**src/rtl/mem_access_pkg.sv**
```systemverilog
// Shared types and helpers for the memory-access pipeline stage.
package mem_access_pkg;

    localparam int BE_WIDTH = 4;

    typedef enum logic [1:0] {
        MEM_BYTE = 2'b00,
        MEM_HALF = 2'b01,
        MEM_WORD = 2'b10
    } mem_size_t;

    typedef enum logic {
        MA_IDLE   = 1'b0,
        MA_ACCESS = 1'b1
    } ma_state_t;

    // The reserved encoding 2'b11 behaves as a word access.
    function automatic mem_size_t decode_size(input logic [1:0] size);
        case (size)
            2'b00:   return MEM_BYTE;
            2'b01:   return MEM_HALF;
            default: return MEM_WORD;
        endcase
    endfunction

    function automatic logic addr_misaligned(input mem_size_t size, input logic [1:0] addr);
        case (size)
            MEM_HALF: return addr[0];
            MEM_WORD: return addr != 2'b00;
            default:  return 1'b0;
        endcase
    endfunction

endpackage

```
**src/rtl/mem_load_align.sv**
```systemverilog
// Extracts the addressed byte/half/word from a bus read word and extends it.
module mem_load_align
    import mem_access_pkg::*;
#(
    parameter int DATA_WIDTH = 32
) (
    input  logic [DATA_WIDTH-1:0] rdata,
    input  logic [1:0]            addr,
    input  mem_size_t             size,
    input  logic                  is_unsigned,
    output logic [DATA_WIDTH-1:0] data
);

    logic [DATA_WIDTH-1:0] shifted;

    always_comb begin
        shifted = rdata >> {addr, 3'b000};
        case (size)
            MEM_BYTE: data = {{(DATA_WIDTH-8){~is_unsigned & shifted[7]}}, shifted[7:0]};
            MEM_HALF: data = {{(DATA_WIDTH-16){~is_unsigned & shifted[15]}}, shifted[15:0]};
            default:  data = shifted;
        endcase
    end

endmodule

```
**src/rtl/mem_access_stage.sv**
```systemverilog
// Memory-access stage: single-outstanding req/ack data-memory port, upstream
// stall while an access is pending, registered result towards write-back.
module mem_access_stage
    import mem_access_pkg::*;
#(
    parameter int DATA_WIDTH     = 32,
    parameter int ADDR_WIDTH     = 32,
    parameter int REG_ADDR_WIDTH = 5
) (
    input  logic                      i_clk,
    input  logic                      i_reset_n,
    input  logic                      i_IE_valid,
    input  logic [DATA_WIDTH-1:0]     i_IE_result,
    input  logic [DATA_WIDTH-1:0]     i_IE_data_write,
    input  logic [REG_ADDR_WIDTH-1:0] i_IE_rd_addr,
    input  logic                      i_ctrl_mem_read,
    input  logic                      i_ctrl_mem_write,
    input  logic [1:0]                i_ctrl_mem_size,
    input  logic                      i_ctrl_mem_unsigned,
    input  logic                      i_ctrl_reg_write,
    output logic                      o_MA_stall,
    output logic                      o_dmem_req,
    output logic                      o_dmem_we,
    output logic [ADDR_WIDTH-1:0]     o_dmem_addr,
    output logic [DATA_WIDTH-1:0]     o_dmem_wdata,
    output logic [BE_WIDTH-1:0]       o_dmem_be,
    input  logic                      i_dmem_ack,
    input  logic [DATA_WIDTH-1:0]     i_dmem_rdata,
    output logic                      o_MA_valid,
    output logic [DATA_WIDTH-1:0]     o_MA_result,
    output logic [REG_ADDR_WIDTH-1:0] o_MA_rd_addr,
    output logic                      o_MA_reg_write,
    output logic                      o_MA_misaligned
);

    ma_state_t                 state, state_next;
    mem_size_t                 size_in, size_q;
    logic                      is_mem, misaligned;
    logic                      accept, start_access, accept_direct, mem_done, out_busy;
    logic [BE_WIDTH-1:0]       be_in, be_q;
    logic [DATA_WIDTH-1:0]     wdata_in, wdata_q, load_data, mem_result;
    logic [ADDR_WIDTH-1:0]     addr_q;
    logic [REG_ADDR_WIDTH-1:0] rd_q;
    logic                      we_q, unsigned_q, reg_write_q;

    // A non-memory result accepted on an ack cycle collides with the load/store
    // result for the same edge; it waits here for one cycle, keeping order.
    logic                      pend_valid, pend_reg_write, pend_misaligned;
    logic [DATA_WIDTH-1:0]     pend_result;
    logic [REG_ADDR_WIDTH-1:0] pend_rd;

    always_comb begin
        size_in    = decode_size(i_ctrl_mem_size);
        is_mem     = i_ctrl_mem_read | i_ctrl_mem_write;
        misaligned = is_mem && addr_misaligned(size_in, i_IE_result[1:0]);
        case (size_in)
            MEM_BYTE: begin
                be_in    = BE_WIDTH'(4'b0001) << i_IE_result[1:0];
                wdata_in = {4{i_IE_data_write[7:0]}};
            end
            MEM_HALF: begin
                be_in    = BE_WIDTH'(4'b0011) << {i_IE_result[1], 1'b0};
                wdata_in = {2{i_IE_data_write[15:0]}};
            end
            default: begin
                be_in    = '1;
                wdata_in = i_IE_data_write;
            end
        endcase
    end

    always_ff @(posedge i_clk or negedge i_reset_n) begin
        if (!i_reset_n) state <= MA_IDLE;
        // NOTE: state is updated with <= so every flop samples pre-edge values.
        else            state <= state_next;
    end

    always_comb begin
        // NOTE: every output gets a default first, so no path can infer a latch.
        state_next = state;
        accept     = 1'b0;
        mem_done   = 1'b0;
        o_MA_stall = 1'b0;
        o_dmem_req = 1'b0;
        case (state)
            MA_IDLE: accept = i_IE_valid;
            MA_ACCESS: begin
                o_dmem_req = 1'b1;
                mem_done   = i_dmem_ack;
                o_MA_stall = ~i_dmem_ack;
                accept     = i_IE_valid & i_dmem_ack;
                if (i_dmem_ack) state_next = MA_IDLE;
            end
            default: state_next = MA_IDLE;
        endcase
        start_access  = accept & is_mem & ~misaligned;
        accept_direct = accept & ~start_access;
        if (start_access) state_next = MA_ACCESS;
    end

    // NOTE: the access registers are reset too, so the bus outputs read 0 in reset.
    always_ff @(posedge i_clk or negedge i_reset_n) begin
        if (!i_reset_n) begin
            addr_q      <= '0;
            wdata_q     <= '0;
            be_q        <= '0;
            we_q        <= 1'b0;
            size_q      <= MEM_BYTE;
            unsigned_q  <= 1'b0;
            rd_q        <= '0;
            reg_write_q <= 1'b0;
        end else if (start_access) begin
            addr_q      <= i_IE_result[ADDR_WIDTH-1:0];
            wdata_q     <= wdata_in;
            be_q        <= be_in;
            we_q        <= i_ctrl_mem_write;
            size_q      <= size_in;
            unsigned_q  <= i_ctrl_mem_unsigned;
            rd_q        <= i_IE_rd_addr;
            reg_write_q <= i_ctrl_reg_write;
        end
    end

    assign o_dmem_we    = we_q;
    assign o_dmem_addr  = {addr_q[ADDR_WIDTH-1:2], 2'b00};
    assign o_dmem_wdata = wdata_q;
    assign o_dmem_be    = be_q;

    mem_load_align #(.DATA_WIDTH(DATA_WIDTH)) u_load_align (
        .rdata       (i_dmem_rdata),
        .addr        (addr_q[1:0]),
        .size        (size_q),
        .is_unsigned (unsigned_q),
        .data        (load_data)
    );

    assign mem_result = we_q ? DATA_WIDTH'(addr_q) : load_data;
    assign out_busy   = mem_done | pend_valid;

    always_ff @(posedge i_clk or negedge i_reset_n) begin
        if (!i_reset_n) begin
            o_MA_valid      <= 1'b0;
            o_MA_result     <= '0;
            o_MA_rd_addr    <= '0;
            o_MA_reg_write  <= 1'b0;
            o_MA_misaligned <= 1'b0;
            pend_valid      <= 1'b0;
            pend_result     <= '0;
            pend_rd         <= '0;
            pend_reg_write  <= 1'b0;
            pend_misaligned <= 1'b0;
        end else begin
            o_MA_valid <= 1'b0;
            if (mem_done) begin
                o_MA_valid      <= 1'b1;
                o_MA_result     <= mem_result;
                o_MA_rd_addr    <= rd_q;
                o_MA_reg_write  <= reg_write_q & ~we_q;
                o_MA_misaligned <= 1'b0;
            end else if (pend_valid) begin
                o_MA_valid      <= 1'b1;
                o_MA_result     <= pend_result;
                o_MA_rd_addr    <= pend_rd;
                o_MA_reg_write  <= pend_reg_write;
                o_MA_misaligned <= pend_misaligned;
            end else if (accept_direct) begin
                o_MA_valid      <= 1'b1;
                o_MA_result     <= i_IE_result;
                o_MA_rd_addr    <= i_IE_rd_addr;
                o_MA_reg_write  <= i_ctrl_reg_write & ~misaligned;
                o_MA_misaligned <= misaligned;
            end

            if (accept_direct && out_busy) begin
                pend_valid      <= 1'b1;
                pend_result     <= i_IE_result;
                pend_rd         <= i_IE_rd_addr;
                pend_reg_write  <= i_ctrl_reg_write & ~misaligned;
                pend_misaligned <= misaligned;
            end else if (!mem_done) begin
                pend_valid      <= 1'b0;
            end
        end
    end

endmodule
```
**config.mk**
```make
export PLATFORM = sky130hd
export DESIGN_NAME = mem_access_stage
export DESIGN_NICKNAME = d
export VERILOG_FILES = /design/src/rtl/mem_access_pkg.sv /design/src/rtl/mem_load_align.sv /design/src/rtl/mem_access_stage.sv
export SDC_FILE = /design/constraint.sdc
export NUM_CORES = 1
export LEC_CHECK = 0
export CELL_PAD_IN_SITES_DETAIL_PLACEMENT = 1
export CELL_PAD_IN_SITES_GLOBAL_PLACEMENT = 1
export CORE_AREA = 2 2 166 168
export DETAILED_ROUTE_END_ITERATION = 8
export DIE_AREA = 0 0 168 170
export PLACE_DENSITY_LB_ADDON = 0.3
export SYNTH_ARGS = -nofsm -noshare
export SYNTH_HDL_FRONTEND = slang
export SYNTH_SLANG_ARGS = --single-unit
```
**constraint.sdc**
```tcl
create_clock -name i_clk -period 2.1 [get_ports i_clk]
set_input_delay 0.42 -clock i_clk [delete_from_list [all_inputs] [get_ports i_clk]]
set_output_delay 0.42 -clock i_clk [all_outputs]
set_load 0.01 [all_outputs]
```
# Yosys cells after proc, flatten, opt, wreduce, memory -nomap -nowiden
# Cells that the tools add are included.
# word_totals
romBits	0
mem_bits_rw	0
latch_bits	0
word_cells	80
output_inout_bits	111
register_bits	159
mem_count	0
inputBits	111
# op_classes
bitwise	16
n_lt_le_gt_ge	0
eq_ne	5
multipliers	0
shift	3
mux	30
add_sub_neg	0
n_reduce_logical	7
div_mod_pow	0
# op_table
cell	count
$mux 32	4
$pmux 32 s2	2
$shr 32x5->32	1
$mux 1	17
$mux 5	3
$and 1x1->1	8
$pmux 4 s2	1
$eq 2x1->1 const B	3
$logic_not 2->1	3
$not 1->1	6
$pmux 1 s2	2
$pmux 2 s2	1
$shl 1x2->4 const A	1
$shl 2x2->4 const A	1
$reduce_bool 3->1	1
$eq 2x2->1 const B	1
$logic_and 1x1->1	2
$ne 2x1->1 const B	1
$or 1x1->1	2
$reduce_bool 2->1	1

# Depth between registers and ports, before layout
# logic_depth
ltp_word	12
mapped_depth	10

# Cells and area by module
# A second synthesis with hierarchy kept.
# hier_totals
cells_unflattened	719
area_unflattened_um2	8485.6
# by_module_without_submodules
module	n_inst	area_each_um2	seq_area_each_um2	cells_each
mem_access_stage	1	7717.4	3978.8	616
mem_load_align	1	768.2	0.0	103

# Least setup slack after synthesis
# Ideal clock, no wire load.
# synth_timing
kind	input port to flip-flop
start	input port i_ctrl_mem_size[1]
end	register o_MA_result[6]
arrival_time_ns	1.576
path_slack_ns	0.403
cell_stages	8
setup_ns	0.121
required_time_ns	1.979
path_cell_list	buf_2 o21a_1 o311ai_2 and2_1 buf_4 buf_2 a21oi_1 a22o_1
# synth_via
elab_chain_cells	10
# synth_lines
element	line_no	text
from (decl)	mem_access_stage.sv:18	input logic [1:0] i_ctrl_mem_size,
$eq 2x1->1 / $logic_not 2->1 (equally long branches)	mem_access_pkg.sv:19	case (size)
$pmux 2 s2 *	mem_access_pkg.sv:19	
$eq 2x2->1 / $eq 2x1->1 (equally long branches)	mem_access_pkg.sv:27	case (size)
$pmux 1 s2 *	mem_access_pkg.sv:27	
$logic_and 1x1->1 *	mem_access_stage.sv:55	misaligned = is_mem && addr_misaligned(size_in, i_IE_result[1:0]);
$not 1->1 *	mem_access_stage.sv:96	start_access = accept & is_mem & ~misaligned;
$and 1x1->1 *	mem_access_stage.sv:96	
$not 1->1 *	mem_access_stage.sv:97	accept_direct = accept & ~start_access;
$and 1x1->1 *	mem_access_stage.sv:97	
$reduce_bool 3->1 (no line) *	-	
to (signal assigned)	mem_access_stage.sv:156	o_MA_result <= mem_result;
to (signal assigned)	mem_access_stage.sv:162	o_MA_result <= pend_result;
to (signal assigned)	mem_access_stage.sv:168	o_MA_result <= i_IE_result;
to (decl)	mem_access_stage.sv:30	output logic [DATA_WIDTH-1:0] o_MA_result,
# Mark *: on every way between the ends. The rest lies on a longest branch, timed or not.
# A chain may end at the register's enable or synchronous reset.

# Worst setup path in the final report
# layout_timing
start	register we_q (netlist: o_dmem_we)
end	output port o_dmem_we
# layout_lines
element	line_no	text
from (decl)	mem_access_stage.sv:44	logic we_q, unsigned_q, reg_write_q;
from (signal assigned)	mem_access_stage.sv:116	we_q <= i_ctrl_mem_write;
to (decl)	mem_access_stage.sv:23	output logic o_dmem_we,
# No word-level cell between the ends.

==> summary.txt <==
Power
  • Leak: 4.872 nW
  • Max IR drop VDD: 0.4244 mV
  • Cell area power density: 1019 nW/um^2

Synth
  • Sequential element share of the synthesized area: 48.77%
  • Synth Instances: 841
  • Yosys reg bits: 159
  • Number of flops mapped to enable cells by yosys: 0
  • Yosys top cell area share: 48.77%
  • Post-synth top area cell: dfrtp_1
  • Ys async rst share: 100.0%
  • Cell area after synthesis: 8159 um^2
  • Warnings, synthesis: 0
  • Top FF cell, synth: dfrtp_1
  • Synth cell types: 52
  • Syn Area/Cell: 9.702 um^2
  • Largest cells by area after synthesis: dfrtp_1, nand2_1, mux2_2, mux2i_1, o21ai_0

Placement
  • Placed cells: 1,369
  • Pre-CTS setup slack: -429.1 ps
  • Port-buffer cells: 219
  • Gpl congestion: 0.8327
  • HPWL after DPL: 20.29 mm
  • Area post-placement: 10,860 um^2

STA
  • Period utilization: 96.30%
  • RSZ-0062 raised after global routing: no
  • Slew Limit Fails: 0
  • # setup viols final: 0
  • Final worst-path setup slack: 77.73 ps
  • Pin slew with the least headroom to its limit: 672.0 ps
  • Fmax: 494.5 MHz
  • Final Hold Violating Endpoints: 0
  • Rel. slew slack: 55.00%
  • Clock skew: 12.21 ps
  • Minimum clock period: 2022 ps

Route
  • Final wirelength: 27.95 mm
  • Vias per inst: 5.035
  • Routed Antenna Nets: 0
  • TritonRoute pass-1 iters: 4
  • DRC Markers: 0
  • Vias: 7,074
  • WL/cell: 19.89 um
  • 1st-iter DRT viols: 321

Global routing
  • Largest net degree at the start of global routing: 50
  • Initial antenna violation count: 0
  • First-pass GRT wire length: 43.57 mm
  • Total grt overflow: 0
  • Number of global-route vias before repair: 7,542
  • Global Route Usage Sum: 19.82%

Cells and area
  • Post-route cell area: 11,510 um^2
  • Register area: 3980 um^2
  • Fillers: 2,981
  • Area growth from synthesis to layout: 41.04%
  • Multi-input gate area: 3646 um^2
  • Nets: 1,162
  • Finished Layout Cells: 1,405
  • Diodes inserted: 0
  • Share of layout cells above drive strength 1: 15.23%

CTS
  • Max clock buf depth: 2
  • H-Tree Depth: 4
  • CTS tree: yes
  • CTS root buf: clkbuf_16
  • Total clock buffers created by CTS: 17
  • Clk sinks: 159
  • Reg clk slew, reported paths: 70 ps
  • Clock latency on the worst-skew pair: 430 ps

Critical path
  • Req. time, crit path: 1680 ps
  • Crit Path Category: flop to output pin
  • Nature of the critical path endpoint: output pin
  • Startpoint Class: flop
  • CP Max Fanout: 12
  • Worst EP arrival: 1600 ps

Floorplan
  • Site Rows: 60
  • Die Y-Extent: 170 um
  • Initial Utilization: 30.62%
  • Ports: 222
  • Die area: 28,560 um^2
  • Area of the core: 26,650 um^2
  • Width of the die: 168 um

Outcome
  • Outcome: complete, no violations

Worst hold path
  • Hold WC Path Type: flop to flop

Job
  • Max Cap Viol: 0
per-stage QoR:
| stage | util (%) | total power [mW] | TNS [ps] | hold WS, ps |
|---|---|---|---|---|
| global route | 43.18 | 12.42 | 0 | 498.1 |
| floorplan | - | 6.478 | 0 | 124.4 |
| CTS | 43.07 | 11.85 | 0 | 471.4 |
| finish | 43.18 | 11.72 | 0 | 468.0 |
| detailed placement | 40.74 | 8.538 | -36560 | 408.2 |
| global placement | 40.74 | 8.433 | -30430 | 406.0 |
synth_stat cells (2+ instances only):
| master | number |
|---|---|
| o311ai_0 | 15 |
| o221ai_1 | 9 |
| nand2_1 | 180 |
| and2_1 | 2 |
| buf_2 | 22 |
| o211ai_1 | 7 |
| clkbuf_1 | 26 |
| a22o_1 | 5 |
| a22oi_1 | 6 |
| buf_4 | 38 |
| dfrtp_1 | 159 |
| buf_6 | 5 |
| mux2i_1 | 55 |
| or3_1 | 8 |
| a21oi_1 | 45 |
| nand2b_1 | 29 |
| nor3_1 | 5 |
| o22ai_1 | 2 |
| inv_1 | 5 |
| nor2_1 | 50 |
| mux2_2 | 53 |
| a31oi_1 | 2 |
| nand3_1 | 6 |
| a211oi_1 | 8 |
| o21ai_1 | 3 |
| o21ai_0 | 61 |
| o31ai_1 | 2 |
| o31a_1 | 8 |
| a21boi_0 | 2 |
cells by family after synthesis:
| logic type | after synthesis | share of synthesized area (%) |
|---|---|---|
| compound gates | 185 | 14.51 |
| buf+inv | 98 | 7.069 |
| simple gates | 289 | 15.27 |
| flops | 159 | 48.77 |
| other cells | 1 | 0.04596 |
| mux | 109 | 14.34 |
final timing paths:
check / to / cells past startpoint / slack (ps) / from
worst max-delay path: o_dmem_we / 2 / 80 / o_dmem_we$_DFFE_PN0P_
worst min-delay path: pend_result[19]$_DFFE_PN0P_ / 2 / 470 / pend_result[19]$_DFFE_PN0P_
worst max register to register: o_MA_result[5]$_DFFE_PN0P_ / 5 / 120 / addr_q[1]$_DFFE_PN0P_
worst min register to register: pend_result[19]$_DFFE_PN0P_ / 2 / 470 / pend_result[19]$_DFFE_PN0P_
max in group asynchronous: o_dmem_be[0]$_DFFE_PN0P_ / 3 / 930 / i_reset_n
min in group asynchronous: o_MA_result[19]$_DFFE_PN0P_ / 2 / 510 / i_reset_n
layout make-up:
cell class | count | share of cell area [%]
sequential | 159 | 34.59
multi-input combinational | 586 | 31.68
timing repair buffer | 281 | 24.53
clock buffer | 18 | 3.816
tap | 341 | 3.708
clock inverter | 14 | 1.479
inverter | 6 | 0.1957
flip-flops by register name, indices dropped and copies added, names as in the netlist, 2 cells and up:
name          cells
pend_result      32
addr_q           32
o_MA_result      32
o_dmem_wdata     32
size_q            2
pend_rd           5
o_MA_rd_addr      5
rd_q              5
o_dmem_be         4
where the power goes:
part,switching [mW],internal (mW)
registers,0.589,3.95
logic,1.82,2.10
clock network,1.42,1.83
critical path: stages, from the launching register on:
cell             delay [ps]
dfrtp_1                 350
buf_4                   230
clkdlybuf4s50_1         610
layer usage:
layer / vias up / global-route usage [%] / part of all wire [%] / routed length (um)
met1: 3482 / 25.77 / 46 / 12750
met2: 240 / 31.89 / 45 / 12650
met5: - / 0 / 0 / 0
met3: 29 / 6.140 / 7.5 / 2106
met4: 0 / 5.709 / 1.6 / 452
li1: 3323 / - / - / -
what timing repair did:
action                                 4_1_cts  5_1_grt
setup endpoints to repair                    2       36
gates cloned                                 0        1
hold buffers                                 1        0
gates resized for setup                      2        2
buffers inserted                             0        2
endpoints found under the hold margin       41        0
pin swaps                                    1        2
placed cells by master (no fill, tap or decap), types with 3 or more instances in the layout:
cell             synthesis  routed
nand2_1                180     180
clkbuf_16                0      17
a22oi_1                  6       6
o221ai_1                 9       9
o21ai_0                 61      61
o211ai_1                 7       7
inv_6                    0       4
dfrtp_1                159     158
o311ai_0                15      15
nor2_1                  50      49
a22o_1                   5       5
clkinv_4                 0       3
nor3_1                   5       5
clkdlybuf4s50_1          0     217
buf_4                   38      48
buf_12                   0      13
o31a_1                   8       8
inv_8                    0       3
inv_1                    5       5
o21ai_1                  3       3
nand2b_1                29      28
a211oi_1                 8       8
mux2i_1                 55      55
or3_1                    8       8
a21oi_1                 45      45
mux2_2                  53      53
nand3_1                  6       6
Power figures use the tool's default switching activity.
